## config.mk

```make
export PLATFORM = sky130hd
export DESIGN_NAME = forest_vote_sched
export DESIGN_NICKNAME = d
export VERILOG_FILES = /design/src/rtl/forest_vote_sched_pkg.sv /design/src/rtl/forest_vote_sched_argmax.sv /design/src/rtl/forest_vote_sched.sv
export SDC_FILE = /design/constraint.sdc
export NUM_CORES = 1
export LEC_CHECK = 0
export CORE_MARGIN = 3
export CORE_UTILIZATION = 26
export CTS_CLUSTER_SIZE = 24
export DETAILED_ROUTE_END_ITERATION = 7
export GPL_ROUTABILITY_DRIVEN = 0
export MAX_ROUTING_LAYER = met4
export PLACE_DENSITY = 0.51
export SLEW_MARGIN = 10
export SYNTH_ARGS = -nofsm -noshare
export SYNTH_HDL_FRONTEND = slang
export SYNTH_SLANG_ARGS = --single-unit
```

## constraint.sdc

```tcl
create_clock -name clk -period 2.1 [get_ports clk]
set_input_delay 0.63 -clock clk [delete_from_list [all_inputs] [get_ports clk]]
set_output_delay 0.63 -clock clk [all_outputs]
set_load 0.005 [all_outputs]
```

## src/rtl/forest_vote_sched_pkg.sv

```systemverilog
// forest_pkg: shared sizes, FSM state type and vote-counter array type for forest_vote_sched
package forest_pkg;
    localparam int N_FEAT    = 51;
    localparam int N_CLASS   = 6;
    localparam int N_TREE    = 4;
    localparam int MIN_VOTES = 2;
    localparam int TSEL_W    = (N_TREE > 1) ? $clog2(N_TREE) : 1;
    localparam int CLS_W     = (N_CLASS > 1) ? $clog2(N_CLASS) : 1;
    localparam int CNT_W     = $clog2(N_TREE + 1);

    typedef enum logic [1:0] {IDLE, EVAL, ARGMAX, DONE} state_t;

    typedef logic [N_CLASS-1:0][CNT_W-1:0] cnt_arr_t;
endpackage

```

## src/rtl/forest_vote_sched_argmax.sv

```systemverilog
// vote_argmax: serial argmax over the vote counters, one class per cycle, ties keep the lower index
module vote_argmax
    import forest_pkg::*;
(
    input  logic             clk,
    input  logic             rst_n,
    input  logic             i_start,
    input  cnt_arr_t         i_cnt,
    output logic             o_done,
    output logic [CLS_W-1:0] o_idx,
    output logic [CNT_W-1:0] o_score
);
    logic             r_busy;
    logic [CLS_W-1:0] r_idx;
    logic [CLS_W-1:0] r_best_idx;
    logic [CNT_W-1:0] r_best_score;
    logic             w_gt;

    // compare the current class against the running best; the result including it is visible on the outputs
    always_comb begin
        w_gt    = i_cnt[r_idx] > r_best_score;
        o_done  = r_busy && (r_idx == CLS_W'(N_CLASS - 1));
        o_idx   = w_gt ? r_idx : r_best_idx;
        o_score = w_gt ? i_cnt[r_idx] : r_best_score;
    end

    // walk the classes; the best starts at class 0 with score 0 so all-zero votes yield class 0
    always_ff @(posedge clk) begin
        if (!rst_n) begin
            r_busy       <= 1'b0;
            r_idx        <= '0;
            r_best_idx   <= '0;
            r_best_score <= '0;
        end else if (i_start) begin
            r_busy       <= 1'b1;
            r_idx        <= '0;
            r_best_idx   <= '0;
            r_best_score <= '0;
        end else if (r_busy) begin
            r_best_idx   <= o_idx;
            r_best_score <= o_score;
            r_idx        <= r_idx + 1'b1;
            if (o_done) r_busy <= 1'b0;
        end
    end
endmodule

```

## src/rtl/forest_vote_sched.sv

```systemverilog
// forest_vote_sched: steps the tree bank, counts per-class votes and returns the winning class
// Optional reject flag built only when FVS_REJECT_EN is defined.
module forest_vote_sched
    import forest_pkg::*;
(
    input  logic              clk,
    input  logic              rst_n,
    input  logic              in_valid,
    output logic              in_ready,
    input  logic [N_FEAT-1:0] in_feat,
    output logic [N_FEAT-1:0] feat_o,
    output logic [TSEL_W-1:0] tree_sel_o,
    input  logic [N_CLASS-1:0] tree_vote_i,
    output logic              out_valid,
    input  logic              out_ready,
    output logic [CLS_W-1:0]  out_class,
    output logic [CNT_W-1:0]  out_score,
    output logic              out_reject
);
    state_t            r_state;
    state_t            w_next;
    logic [N_FEAT-1:0] r_feat;
    logic [TSEL_W-1:0] r_sel;
    cnt_arr_t          r_cnt;
    logic [CLS_W-1:0]  r_class;
    logic [CNT_W-1:0]  r_score;
    logic              w_last;
    logic              w_start;
    logic              w_done;
    logic [CLS_W-1:0]  w_idx;
    logic [CNT_W-1:0]  w_best;

    assign feat_o     = r_feat;
    assign tree_sel_o = r_sel;
    assign in_ready   = (r_state == IDLE);
    assign out_valid  = (r_state == DONE);
    assign out_class  = r_class;
    assign out_score  = r_score;

    vote_argmax u_argmax (
        .clk     (clk),
        .rst_n   (rst_n),
        .i_start (w_start),
        .i_cnt   (r_cnt),
        .o_done  (w_done),
        .o_idx   (w_idx),
        .o_score (w_best)
    );

    // next-state decode; argmax starts on the edge that takes the last tree sample
    always_comb begin
        w_next  = r_state;
        w_last  = (r_sel == TSEL_W'(N_TREE - 1));
        w_start = (r_state == EVAL) && w_last;
        case (r_state)
            IDLE:    w_next = in_valid ? EVAL : IDLE;
            EVAL:    w_next = w_last ? ARGMAX : EVAL;
            ARGMAX:  w_next = w_done ? DONE : ARGMAX;
            DONE:    w_next = out_ready ? IDLE : DONE;
            default: w_next = IDLE;
        endcase
    end

    // state, feature latch, tree stepping, vote counting and result capture
    always_ff @(posedge clk) begin
        if (!rst_n) begin
            r_state <= IDLE;
            r_feat  <= '0;
            r_sel   <= '0;
            r_cnt   <= '0;
            r_class <= '0;
            r_score <= '0;
        end else begin
            r_state <= w_next;
            if (r_state == IDLE && in_valid) begin
                r_feat <= in_feat;
                r_cnt  <= '0;
                r_sel  <= '0;
            end
            if (r_state == EVAL) begin
                for (int c = 0; c < N_CLASS; c++)
                    r_cnt[c] <= r_cnt[c] + CNT_W'(tree_vote_i[c]);
                r_sel <= w_last ? '0 : r_sel + 1'b1;
            end
            if (r_state == ARGMAX && w_done) begin
                r_class <= w_idx;
                r_score <= w_best;
            end
        end
    end

`ifdef FVS_REJECT_EN
    logic r_reject;

    // reject flag registered alongside the winning class
    always_ff @(posedge clk) begin
        if (!rst_n) r_reject <= 1'b0;
        else if (r_state == ARGMAX && w_done) r_reject <= (w_best < CNT_W'(MIN_VOTES));
    end

    assign out_reject = r_reject;
`else
    assign out_reject = 1'b0;
`endif
endmodule

```

==> flow_summary.yaml, run 1 <==
layout:
  drive_above_1_share_pct: 10.9
  area_delta_synth_final_pct: 45.4
  fin_util_pct: 39.0
  design_area_mm2: 0.00573
  fin_nets: 653
  fin_cells: 763
  fillers: 1483
  n_antenna_cell: 0
clock_tree:
  cts_buffer_depth: 2
  postCtsHoldBufs: 0
  clk_latency_ns: 0.34
  clk_pin_slew_ns: 0.06
  numCtsBuffers: 9
  cts_tree: "done"
  h-tree-depth: 3
  cts_root_buf: "clkbuf_16"
  cts.sink_count: 89
worst_setup_path:
  required_ns: 2.32
  cp_top_family: "simple AND/OR/NAND/NOR gates"
  cp.arrival_ns: 2.25
  critPathCaptureType: "flip-flop"
  startpoint: "u_argmax.r_idx[1]"
  timing.rr.start: "u_argmax.r_idx[1]"
  max_stage_delay_ns: 0.34
  cp.depth: 10
  crit_fanout: 10
  r2r_cells: 10
  regToRegSetupSlack_ns: 0.07
  crit_path_end: "u_argmax.r_best_score[1]"
  cp-start-kind: "flip-flop"
  r2r-end: "u_argmax.r_best_score[1]"
  cpMaxStageDelayCell: "dfxtp_2"
  criticalPathCategory: "flip-flop to flip-flop"
  critPathBufInv: 2
  cp_cell_sequence: "buf_12 > mux2i_1 > o32ai_1 > nor2_1 > inv_1 > ha_4 > nand3_2 > and3b_2 > a21oi_2 > a211oi_2"
min_path:
  hold_class: "flip-flop to flip-flop"
yosys:
  syn_area_mm2: 0.00394
  synthArstFlopShare_pct: 0
  yosysSeqAreaShare_pct: 45.2
  synth_cells: 455
  synth_area_per_cell_um2: 8.66
  synth_ff_type: "dfxtp_1"
  ys.warnings.count: 0
  synth.distinct_cells: 39
  synth-seq-cells: 89
  synth-edff-count: 0
  syn_nets: 534
placed_design:
  numPortBuffers: 121
  post-place-cells: 743
  dp_hpwl_um: 7600
  place_area_mm2: 0.00531
timing:
  hold_viol: 0
  fin_hold_ws_ns: 0.452
  tns_ns: 0
  fmax_ghz: 0.493
  period_share_pct: 96.6
  tightest_slew_ns: 0.606
  rsz0062_at_grt: "true"
  setup_viol: 0
  post-route-min-period_ns: 2.03
  max_slew_margin_pct: 59.6
  drv_slew: 0
  finClkSkew_ns: 0.00869
run:
  cap_violations: 0
power:
  swShare_pct: 23.5
  intPower_mw: 3.05
  combPwrFrac_pct: 13.3
  p_switching_mw: 0.936
  p_leak_nw: 2.13
  p_clk_share_pct: 41.3
  power_density_mw_per_mm2: 696
  seqPwrFrac_pct: 45.3
  ir_worst_vdd_uv: 349
routing:
  drtAntennaViolNets: 0
  dr.pass1.iters: 4
  avgViaCountPerCell: 4.50
  wl_met2_um: 4930
  dr_wl_met3_um: 689
  drt-total-wl_um: 10500
  first_iter_violations: 135
  drc_errors: 0
  num_vias: 3430
  wire_per_inst_um: 13.8
  top_layer: "met4"
  met1Wirelength_um: 4780
die:
  initial_utilization_pct: 26.8
  die_height_um: 129
  row_count: 44
  die-area_mm2: 0.0167
  core_area_mm2: 0.0147
  pin_count: 123
  die_width_um: 129
grt:
  grt_pass1_wl_um: 17000
  grt_max_degree: 35
  track_usage_pct: 13.2
  grt_pass1_vias: 3465
  grt-ovfl-total: 0
  antenna_found_initial: 0
outcome:
  outcome: "finished, final reports clean"
worst min path at each step:
stage                                 startpoint                      to  slack [ns]  cells past startpoint
after floorplan           u_argmax.r_best_idx[0]  u_argmax.r_best_idx[0]        0.45                      2
after global placement                feat_o[17]              feat_o[17]        0.44                      2
after detailed placement              feat_o[34]              feat_o[34]        0.45                      2
after CTS                             feat_o[36]              feat_o[36]        0.45                      2
after global routing                  feat_o[43]              feat_o[43]        0.47                      2
final                                 feat_o[35]              feat_o[35]        0.45                      2
cell families after synthesis:
group / Yosys count / synth area share (%)
compound gates: 101 / 18.3
xor+xnor: 8 / 1.78
fa+ha+maj: 18 / 5.71
buf+inv: 40 / 5.87
flops: 89 / 45.2
mux: 10 / 2.54
other cells: 1 / 0.0951
simple gates: 188 / 20.5
synth_stat cells, types with 3 or more instances:
cell      count  area (µm²)
o32ai_1       3        26.3
xor2_1        7        61.3
o221ai_1      3        26.3
buf_4        11        82.6
a21boi_1     50         375
mux2i_1      10         100
a211oi_1      4        30.0
clkbuf_1     10        37.5
nand2_1     130         488
o21ai_0       9        45.0
a31oi_1       4        25.0
a21boi_0     17         128
nand3_1      25         125
nand2b_1      3        18.8
inv_1         6        22.5
nor2_1       18        67.6
ha_1         18         225
a21oi_1       9        45.0
buf_2        10        50.1
dfxtp_1      89        1780
flip-flops by register name, indices dropped and copies added, names as in the netlist:
name                   flops
r_state                    2
tree_sel_o                 2
out_class                  3
u_argmax.r_idx             3
u_argmax.r_best_score      3
u_argmax.r_busy            1
feat_o                    51
r_cnt                     18
out_score                  3
u_argmax.r_best_idx        3
routing by layer:
layer / global-route usage, % / up-vias
li1: - / 1757
met1: 15.9 / 1584
met2: 20.9 / 83
met3: 5.23 / 6
met4: 2.96 / 0
met5: - / -
through the flow:
stage                     setup slack (ns)  power (mW)
after floorplan                     0.0354        2.08
after global placement             0.00938        2.38
after detailed placement           -0.0889        2.38
after CTS                          0.00580        4.06
after global routing               -0.0896        4.20
final                               0.0716        3.99
worst min-delay path, delay by kind of cell, from the launching register on:
family	cells	cell delay, ns
flip-flops	1	0.31
AND/OR/NAND/NOR	1	0.05
AO/OA/AOI/OAI	1	0.05
cell type report:
type / count / area (µm²) / share of cell area, %
Clock inverter: 5 / 53.8 / 0.939
Inverter: 6 / 22.5 / 0.393
Multi-Input combinational cell: 327 / 2010 / 35.1
Timing Repair Buffer: 141 / 1370 / 23.9
Clock buffer: 11 / 253 / 4.41
Tap cell: 184 / 230 / 4.02
Sequential cell: 89 / 1790 / 31.3
power groups by stage:
stage / clock network, mW / logic, mW / registers [mW]
final: 1.65 / 0.531 / 1.81
after global routing: 1.79 / 0.589 / 1.82
after CTS: 1.71 / 0.543 / 1.81
after detailed placement: 0 / 0.538 / 1.85
after global placement: 0 / 0.532 / 1.84
after floorplan: 0 / 0.230 / 1.85
placed cells by master (no fill, tap or decap), drive strengths merged, types with 2 or more instances in the layout:
cell type and count:
a211o 2, a211oi 5, a21boi 67, a21oi 9, a31oi 4, and2 3
buf 21, clkbuf 11, clkdlybuf4s50 120, clkinv 4, dfxtp 89, ha 18
inv 6, mux2i 10, nand2 131, nand2b 3, nand3 25, nor2 19
o21ai 9, o221ai 3, o32ai 3, xor2 7
timing repair:
action                     in CTS  in global routing
buffers inserted                0                  3
resized for setup              12                  8
gates cloned                    1                  0
setup endpoints to repair      11                 13
pin swaps                       2                  3
(Power assumes the default switching activity.)
==> inputs of run 2 (changes only) <==
--- a/config.mk
+++ b/config.mk
@@ -10,6 +10,7 @@
 export CTS_CLUSTER_SIZE = 24
 export DETAILED_ROUTE_END_ITERATION = 7
 export GPL_ROUTABILITY_DRIVEN = 0
+export HOLD_SLACK_MARGIN = 0.1
 export MAX_ROUTING_LAYER = met4
 export PLACE_DENSITY = 0.51
 export SLEW_MARGIN = 10
==> results of run 2 <==
Same layout as run 1: the final DEF is identical, and so are final timing and power.
==> inputs of run 3 (changes only) <==
--- a/config.mk
+++ b/config.mk
@@ -6,13 +6,13 @@
 export NUM_CORES = 1
 export LEC_CHECK = 0
 export CORE_MARGIN = 3
-export CORE_UTILIZATION = 26
+export CORE_UTILIZATION = 42
 export CTS_CLUSTER_SIZE = 24
 export DETAILED_ROUTE_END_ITERATION = 7
 export GPL_ROUTABILITY_DRIVEN = 0
 export HOLD_SLACK_MARGIN = 0.1
 export MAX_ROUTING_LAYER = met4
-export PLACE_DENSITY = 0.51
+export PLACE_DENSITY = 0.75
 export SLEW_MARGIN = 10
 export SYNTH_ARGS = -nofsm -noshare
 export SYNTH_HDL_FRONTEND = slang
==> run 3 against run 2 <==
Compared with the run above:
- the run now ends with setup timing left
- setup slack worse by 0.073 ns
- cell count down 10%
- largest power group unchanged
- largest cell class unchanged
- routed wire length down 6.4%
==> flow_summary.yaml, run 3 (synthesis gave the netlist of run 1 again) <==
clock_tree:
  cts.sink_count: 89
  numCtsBuffers: 9
  cts_tree: "done"
  cts_root_buf: "clkbuf_8"
  clk_latency_ns: 0.34
  clk_pin_slew_ns: 0.08
  postCtsHoldBufs: 0
  cts_buffer_depth: 2
  h-tree-depth: 3
layout:
  drive_above_1_share_pct: 12.5
  multi_input_area_mm2: 0.00206
  layout_commonest_cell: "nand2_1"
  area_delta_synth_final_pct: 41.8
  fin_cells: 687
  regArea_mm2: 0.00179
  fin_nets: 654
  fillers: 752
  largest_reg_flops: 51
  final_cell_mix: "nand2_1 (129), clkdlybuf4s50_1 (120), dfxtp_1 (85), a21boi_1 (50), nand3_1 (23)"
grt:
  grt-ovfl-total: 0
  antenna_found_initial: 0
  grt_pass1_vias: 3381
  track_usage_pct: 18.8
  grt_pass1_wl_um: 15400
  grt_max_degree: 42
routing:
  drt-total-wl_um: 9820
  top_layer: "met4"
  drc_errors: 0
  num_vias: 3486
  wire_per_inst_um: 14.3
  first_iter_violations: 82
  avgViaCountPerCell: 5.07
  met1Wirelength_um: 4210
  drtAntennaViolNets: 0
  dr_wl_met3_um: 765
  wl_met2_um: 4710
  dr.pass1.iters: 4
die:
  core_area_mm2: 0.00893
  die_width_um: 103
  row_count: 34
  die-area_mm2: 0.0106
  die_height_um: 103
  pin_count: 123
  initial_utilization_pct: 44.1
timing:
  finClkSkew_ns: 0.00566
  tightest_slew_ns: 0.620
  drv_slew: 0
  fin_ws_ns: -0.00144
  rsz0062_at_grt: "true"
  setup_viol: 1
  period_share_pct: 100
  hold_viol: 0
  post-route-min-period_ns: 2.10
  max_slew_margin_pct: 58.7
  tns_ns: -0.00144
  fmax_ghz: 0.476
worst_setup_path:
  cp_cell_sequence: "buf_12 > mux2i_2 > o32ai_2 > nor2_1 > inv_1 > ha_4 > a211oi_2 > buf_4 > nor2_1 > o221ai_2"
  max_stage_delay_ns: 0.34
  timing.rr.start: "u_argmax.r_idx[1]"
  critPathCaptureType: "flip-flop"
  cp_common_cell: "nor2_1"
  startpoint: "u_argmax.r_idx[1]"
  cp-start-kind: "flip-flop"
  crit_fanout: 7
  cpMaxStageDelayCell: "dfxtp_2"
  required_ns: 2.32
  criticalPathCategory: "flip-flop to flip-flop"
  cp.arrival_ns: 2.32
outcome:
  violations: "setup timing"
  outcome: "finished with violations"
power:
  power_density_mw_per_mm2: 608
  p_leak_nw: 2.08
  ir_worst_vdd_uv: 288
min_path:
  hold_class: "flip-flop to flip-flop"
  hp-start: "feat_o[8]"
placed_design:
  numPortBuffers: 121
  dp_hpwl_um: 7050
  post-place-cells: 667
run:
  cap_violations: 0
run 3: cell types whose count changed in the layout (fill, tap and decap cells not counted), sizes merged:
cell,previous run,this run
buf,21,22
diode,0,1
bufinv,1,0
clkinvlp,0,1
clkinv,4,2
run 3: path summary, 6_finish.rpt:
path	slack, ns	cells past startpoint	endpoint
max	-0.001	10	out_score[0]
min	0.45	2	feat_o[8]
max reg2reg	-0.001	10	out_score[0]
min reg2reg	0.45	2	feat_o[8]
run 3: where the power goes:
group | switching [mW] | internal (mW) | total, mW | leakage, nW
logic | 0.230 | 0.315 | 0.545 | 1.27
clock network | 0.566 | 0.478 | 1.04 | 0.0871
registers | 0.0445 | 1.76 | 1.81 | 0.728
total | 0.841 | 2.55 | 3.39 | 2.08
run 3: layout make-up:
class | instances | area share [%]
Multi-Input combinational cell | 327 | 36.8
Sequential cell | 89 | 32.1
Timing Repair Buffer | 142 | 25.2
Tap cell | 108 | 2.42
Clock inverter | 3 | 0.313
Clock buffer | 11 | 2.71
Antenna cell | 1 | 0.0448
Inverter | 6 | 0.403
run 3: critical path: cells and delay by family (launching register included):
| family | cells | cell delay, ns |
|---|---|---|
| mux | 1 | 0.25 |
| buf+inv | 3 | 0.38 |
| flops | 1 | 0.34 |
| compound gates | 3 | 0.31 |
| fa+ha+maj | 1 | 0.31 |
| simple gates | 2 | 0.40 |
run 3: layer usage:
layer  up-vias  global-route usage [%]
met5         -                       -
met4         0                    7.67
met3        16                    5.28
met2       121                    30.5
met1      1584                    22.0
li1       1765                       -
run 3: metrics by stage:
stage | hold WS, ns | setup WS (ns) | total power [mW] | util [%] | area [µm²]
after global routing | 0.475 | -0.145 | 3.57 | 62.5 | 5590
final | 0.453 | -0.00144 | 3.39 | 62.5 | 5590
after CTS | 0.456 | 0.00939 | 3.43 | 61.1 | 5460
after global placement | 0.439 | 0.0226 | 2.37 | 58.7 | 5240
after floorplan | 0.450 | 0.0354 | 2.08 | - | 3940
after detailed placement | 0.444 | -0.0484 | 2.39 | 58.7 | 5240
run 3: what timing repair did:
item	4_1_cts	5_1_grt
hold endpoints to repair	0	0
setup buffers	0	4
gates resized for setup	8	29
pin swaps	3	12
setup endpoints to repair	9	13
gates cloned	1	0
